### src/rtl/uart_tx_arbiter.sv
// Two-port round-robin arbiter in front of a single UART transmitter.
// Owns the transmitter from accept to tx_done, aborting when the transfer exceeds TIMEOUT_CYCLES.
module uart_tx_arbiter #(
  parameter int unsigned TIMEOUT_CYCLES = 16384
) (
  input  logic       clk,
  input  logic       rst_n,
  input  logic       req0_valid,
  input  logic [7:0] req0_data,
  output logic       req0_ready,
  input  logic       req1_valid,
  input  logic [7:0] req1_data,
  output logic       req1_ready,
  output logic       tx_start,
  output logic [7:0] tx_data,
  input  logic       tx_busy,
  input  logic       tx_done,
  output logic [1:0] grant,
  output logic [1:0] sent,
  output logic       timeout_err,
  output logic [1:0] fsm_state
);

  // Handshake: a requester's byte is taken on the rising edge where its valid
  // and ready are both 1; ready is combinational and only ever high in IDLE.

  typedef enum logic [1:0] {
    IDLE      = 2'd0,
    START     = 2'd1,
    WAIT_DONE = 2'd2
  } state_t;

  localparam logic [15:0] TO_LAST = 16'(TIMEOUT_CYCLES - 1);

  state_t      state_q, state_d;
  logic        last_q, last_d;
  logic [15:0] cnt_q, cnt_d;
  logic [7:0]  data_q, data_d;
  logic [1:0]  grant_q, grant_d;
  logic [1:0]  sent_q, sent_d;
  logic        to_q, to_d;

  logic        accept;
  logic        win1;
  logic        timeout_hit;
  logic [15:0] cnt_inc;

  // last_q = 1 means port 1 was served last, so port 0 wins the next tie.
  assign win1        = req1_valid && (!req0_valid || !last_q);
  assign accept      = (state_q == IDLE) && rst_n && !tx_busy && (req0_valid || req1_valid);
  assign timeout_hit = (cnt_q == TO_LAST);
  assign cnt_inc     = (cnt_q == 16'hFFFF) ? cnt_q : cnt_q + 16'd1;

  assign req0_ready  = accept && !win1;
  assign req1_ready  = accept && win1;
  assign tx_start    = (state_q == START);
  assign tx_data     = data_q;
  assign grant       = grant_q;
  assign sent        = sent_q;
  assign timeout_err = to_q;
  assign fsm_state   = state_q;

  always_comb begin
    state_d = state_q;
    last_d  = last_q;
    cnt_d   = cnt_q;
    data_d  = data_q;
    grant_d = grant_q;
    sent_d  = 2'b00;
    to_d    = 1'b0;
    case (state_q)
      IDLE: begin
        if (accept) begin
          data_d  = win1 ? req1_data : req0_data;
          grant_d = win1 ? 2'b10 : 2'b01;
          cnt_d   = 16'd0;
          state_d = START;
        end
      end
      START, WAIT_DONE: begin
        // Completion takes priority over a coincident timeout.
        if (tx_done) begin
          sent_d  = grant_q;
          last_d  = grant_q[1];
          grant_d = 2'b00;
          state_d = IDLE;
        end else if (timeout_hit) begin
          to_d    = 1'b1;
          last_d  = grant_q[1];
          grant_d = 2'b00;
          state_d = IDLE;
        end else begin
          cnt_d = cnt_inc;
          if (state_q == START && tx_busy) begin
            state_d = WAIT_DONE;
          end
        end
      end
      default: begin
        state_d = IDLE;
        grant_d = 2'b00;
      end
    endcase
  end

  always_ff @(posedge clk or negedge rst_n) begin
    if (!rst_n) begin
      state_q <= IDLE;
      last_q  <= 1'b1;
      cnt_q   <= 16'd0;
      data_q  <= 8'h00;
      grant_q <= 2'b00;
      sent_q  <= 2'b00;
      to_q    <= 1'b0;
    end else begin
      state_q <= state_d;
      last_q  <= last_d;
      cnt_q   <= cnt_d;
      data_q  <= data_d;
      grant_q <= grant_d;
      sent_q  <= sent_d;
      to_q    <= to_d;
    end
  end

endmodule

### config.mk
export PLATFORM = sky130hd
export DESIGN_NAME = uart_tx_arbiter
export DESIGN_NICKNAME = d
export VERILOG_FILES = /design/src/rtl/uart_tx_arbiter.sv
export SDC_FILE = /design/constraint.sdc
export NUM_CORES = 1
export LEC_CHECK = 0
export BUFFER_PORTS_ARGS = -buffer_cell sky130_fd_sc_hd__buf_2
export CORE_MARGIN = 10
export CORE_UTILIZATION = 58
export CTS_CLUSTER_SIZE = 12
export DETAILED_ROUTE_END_ITERATION = 10
export PLACE_DENSITY_LB_ADDON = 0.3
export RECOVER_POWER = 50
export SLEW_MARGIN = 10
export SYNTH_ARGS = -nofsm -noshare
export SYNTH_HDL_FRONTEND = slang
export SYNTH_SLANG_ARGS = --single-unit
### constraint.sdc
create_clock -name clk -period 3.4 [get_ports clk]
set_input_delay 0.51 -clock clk [delete_from_list [all_inputs] [get_ports clk]]
set_output_delay 0.51 -clock clk [all_outputs]
set_load 0.01 [all_outputs]
==> run metrics <==
outcome finished clean; cell family with most CP delay simple AND/OR/NAND/NOR gates; fraction of the mapped netlist area in simple logic gates 25.49%; sequential fraction of the synthesis area 43.58%; Reg clk slew, reported paths 0.10 ns; vias in the first global route 1,609; worst flop-to-flop path startpoint fsm_state[0]$_DFFE_PN0P_; routability cong. 0.9468; top-count cell post-synth dfrtp_1; Iter 0 DRT Violations 155; Final Hold Viols 0; remaining global-route overflow 0; Die Height 76.33 µm; critical path class input pin to output port; Reg area 802.0 µm²; max-slew violations 0; Yosys warning count 0; Synth top cells by count 31 x dfrtp_1, 24 x nand2_1, 11 x o21ai_0; number of I/O port buffers 39; DR WL met3 301 µm; First-pass DRT Iterations 5; CP endpoint kind output port; crit path launch type input pin; Num CTS Buffers 5; asr flop ratio synth 100.0%; Vias/cell 6.141; Max Cap Viol 0; CTS tree yes; chip width 76.33 µm; initial antenna violation count 0; TritonCTS Sinks 32; top flip-flop cell by instance count after synthesis dfrtp_1; CTS Root Cell clkbuf_4; Worst Hold Class input pin to async pin; antenna viol nets, final 0; RSZ-0062 raised after global routing false; Core Area 3053 µm²; n_diodes 0; Nets 252; Hold WS 0.1970 ns; Initial Util 60.29%; Avg Inst Size Synth 9.949 µm²; largest family of logic cells by synthesized area simple AND/OR/NAND/NOR gates; largest net degree at the start of global routing 21; DR DRC count 0; metal2 WL 2298 µm; Setup crit start rst_n; setup TNS 0 ns; clk buf depth 2; Crit path arrival time 2.31 ns; filler instances 260; Post-CTS Resized 0; Yosys top cell area share 42.15%; crit path cell chain clkbuf_1 -> nand3b_1 -> nor2_1 -> and2_1 -> buf_2; WL per Instance 17.47 µm; power consumption 1.419 mW; Slew HR 29.49%; maximum VDD drop 0.4163 mV; clock latency on the worst-skew pair 0.34 ns; Metal-1 WL 2077 µm; die area 5826 µm²; vias 1,658; Fmax 354.8 MHz; adder-cell share of the synthesized area 3.399%; leakage power 0.9568 nW; post-synthesis mux area share 1.768%; largest cells by area after synthesis dfrtp_1 42%, nand2_1 4.9%, a221o_1 4.4%; WL final 4718 µm; slowest CP cell clkbuf_1; cts hold-fix bufs 0; critical path's largest stage delay 0.55 ns; row cnt 20; Seq cells post-synth 32; Syn Nets 212; Layout area overhead 14.34%; WP data required 2.89 ns; H-tree levels 2; area of the multi-input gates 975.9 µm²; # setup viols final 0; complex-gate fraction of the synthesized area 22.37%; Boundary Pins 40; Post-Synth XOR/XNOR Area 0%; count of different cell masters after synthesis 49; WP buf/inv 2; worst-path fanout max 15; cell area after synthesis 1841 µm²; Clock Skew 0.008411 ns; first-pass GRT wire length 7962 µm; pin slew with the least headroom to its limit 1.058 ns; share of layout cells above drive strength 1 20.80%; Util after Layout 68.93%; cell taking the most area after synthesis dfrtp_1; Max Used Layer met4; synthesized instance count 185; period utilization 82.90%; pwr dens 674.1 nW/µm²; Post-CTS Setup Bufs 0; DP HPWL 3574 µm; Tmin final 2.819 ns; Tot GR Track Use 16.26%; Post-synth EDFFs 0
metal layers:
metal | GRT usage [%] | vias to the layer above
met1 | 20.89 | 804
li1 | - | 791
met5 | 0 | -
met2 | 25.26 | 57
met3 | 5.307 | 6
met4 | 4.833 | 0
placed cells by master (no fill, tap or decap), types with 2 or more instances in the layout:
cell / instances
ha_1: 5
nand2b_1: 2
o21a_1: 2
mux2_1: 2
a22o_1: 2
nor2_1: 7
and3_1: 4
clkbuf_4: 5
a31oi_1: 7
clkbuf_1: 13
a21oi_1: 4
a221o_1: 8
o31a_1: 2
nor2b_1: 8
or4_1: 2
and4bb_2: 2
inv_1: 7
nand3_1: 5
and4_1: 3
nor4_1: 2
nand4_1: 6
a211oi_1: 3
buf_2: 29
o21ai_0: 11
dfrtp_1: 31
o31ai_1: 2
nand2_1: 24
nor3_1: 3
o21ai_1: 3
nand3b_1: 2
layout make-up:
class / count / share of cell area, %
clock buffers: 8 / 2.794
repair buffers: 40 / 8.859
multi-input cells: 139 / 46.37
well taps: 44 / 2.616
flip-flops and latches: 32 / 38.11
inverters: 7 / 1.249
logic make-up after synthesis:
family,Yosys count
and+or+nand+nor,78
muxes,3
AOI/OAI and AO/OA,53
buffers and inverters,14
DFF,32
adders and majority gates,5
metrics by stage:
stage	setup WS [ns]	instances	area, µm²
finish	0.5814	270	2105
global route	0.3974	270	2105
CTS	0.6344	270	2121
detailed placement	0.8539	262	2062
global placement	0.9597	262	2062
floorplan	1.272	185	1841
sequential cells by signal, summed over array words and instances (netlist names):
| register | cells |
|---|---|
| timeout_err | 1 |
| cnt_q | 16 |
| tx_data | 8 |
| fsm_state | 2 |
| last_q | 1 |
| grant | 2 |
| sent | 2 |
path summary, 6_finish.rpt:
check                                          to  slack [ns]  cells after the start
max reg2reg                  cnt_q[7]$_DFFE_PN0P_        0.78                      6
min                          cnt_q[8]$_DFFE_PN0P_        0.20                      1
max                                    req0_ready        0.58                      5
max in group asynchronous   cnt_q[11]$_DFFE_PN0P_        1.79                      2
min in group clk           tx_data[7]$_DFFE_PN0P_        0.39                      2
min reg2reg                  grant[0]$_DFFE_PN0P_        0.54                      1
power breakdown:
group | total (mW) | switching (mW) | internal [mW]
Sequential | 0.546 | 0.0708 | 0.475
Combinational | 0.645 | 0.405 | 0.240
Clock | 0.228 | 0.126 | 0.102
(Power assumes the default switching activity.)
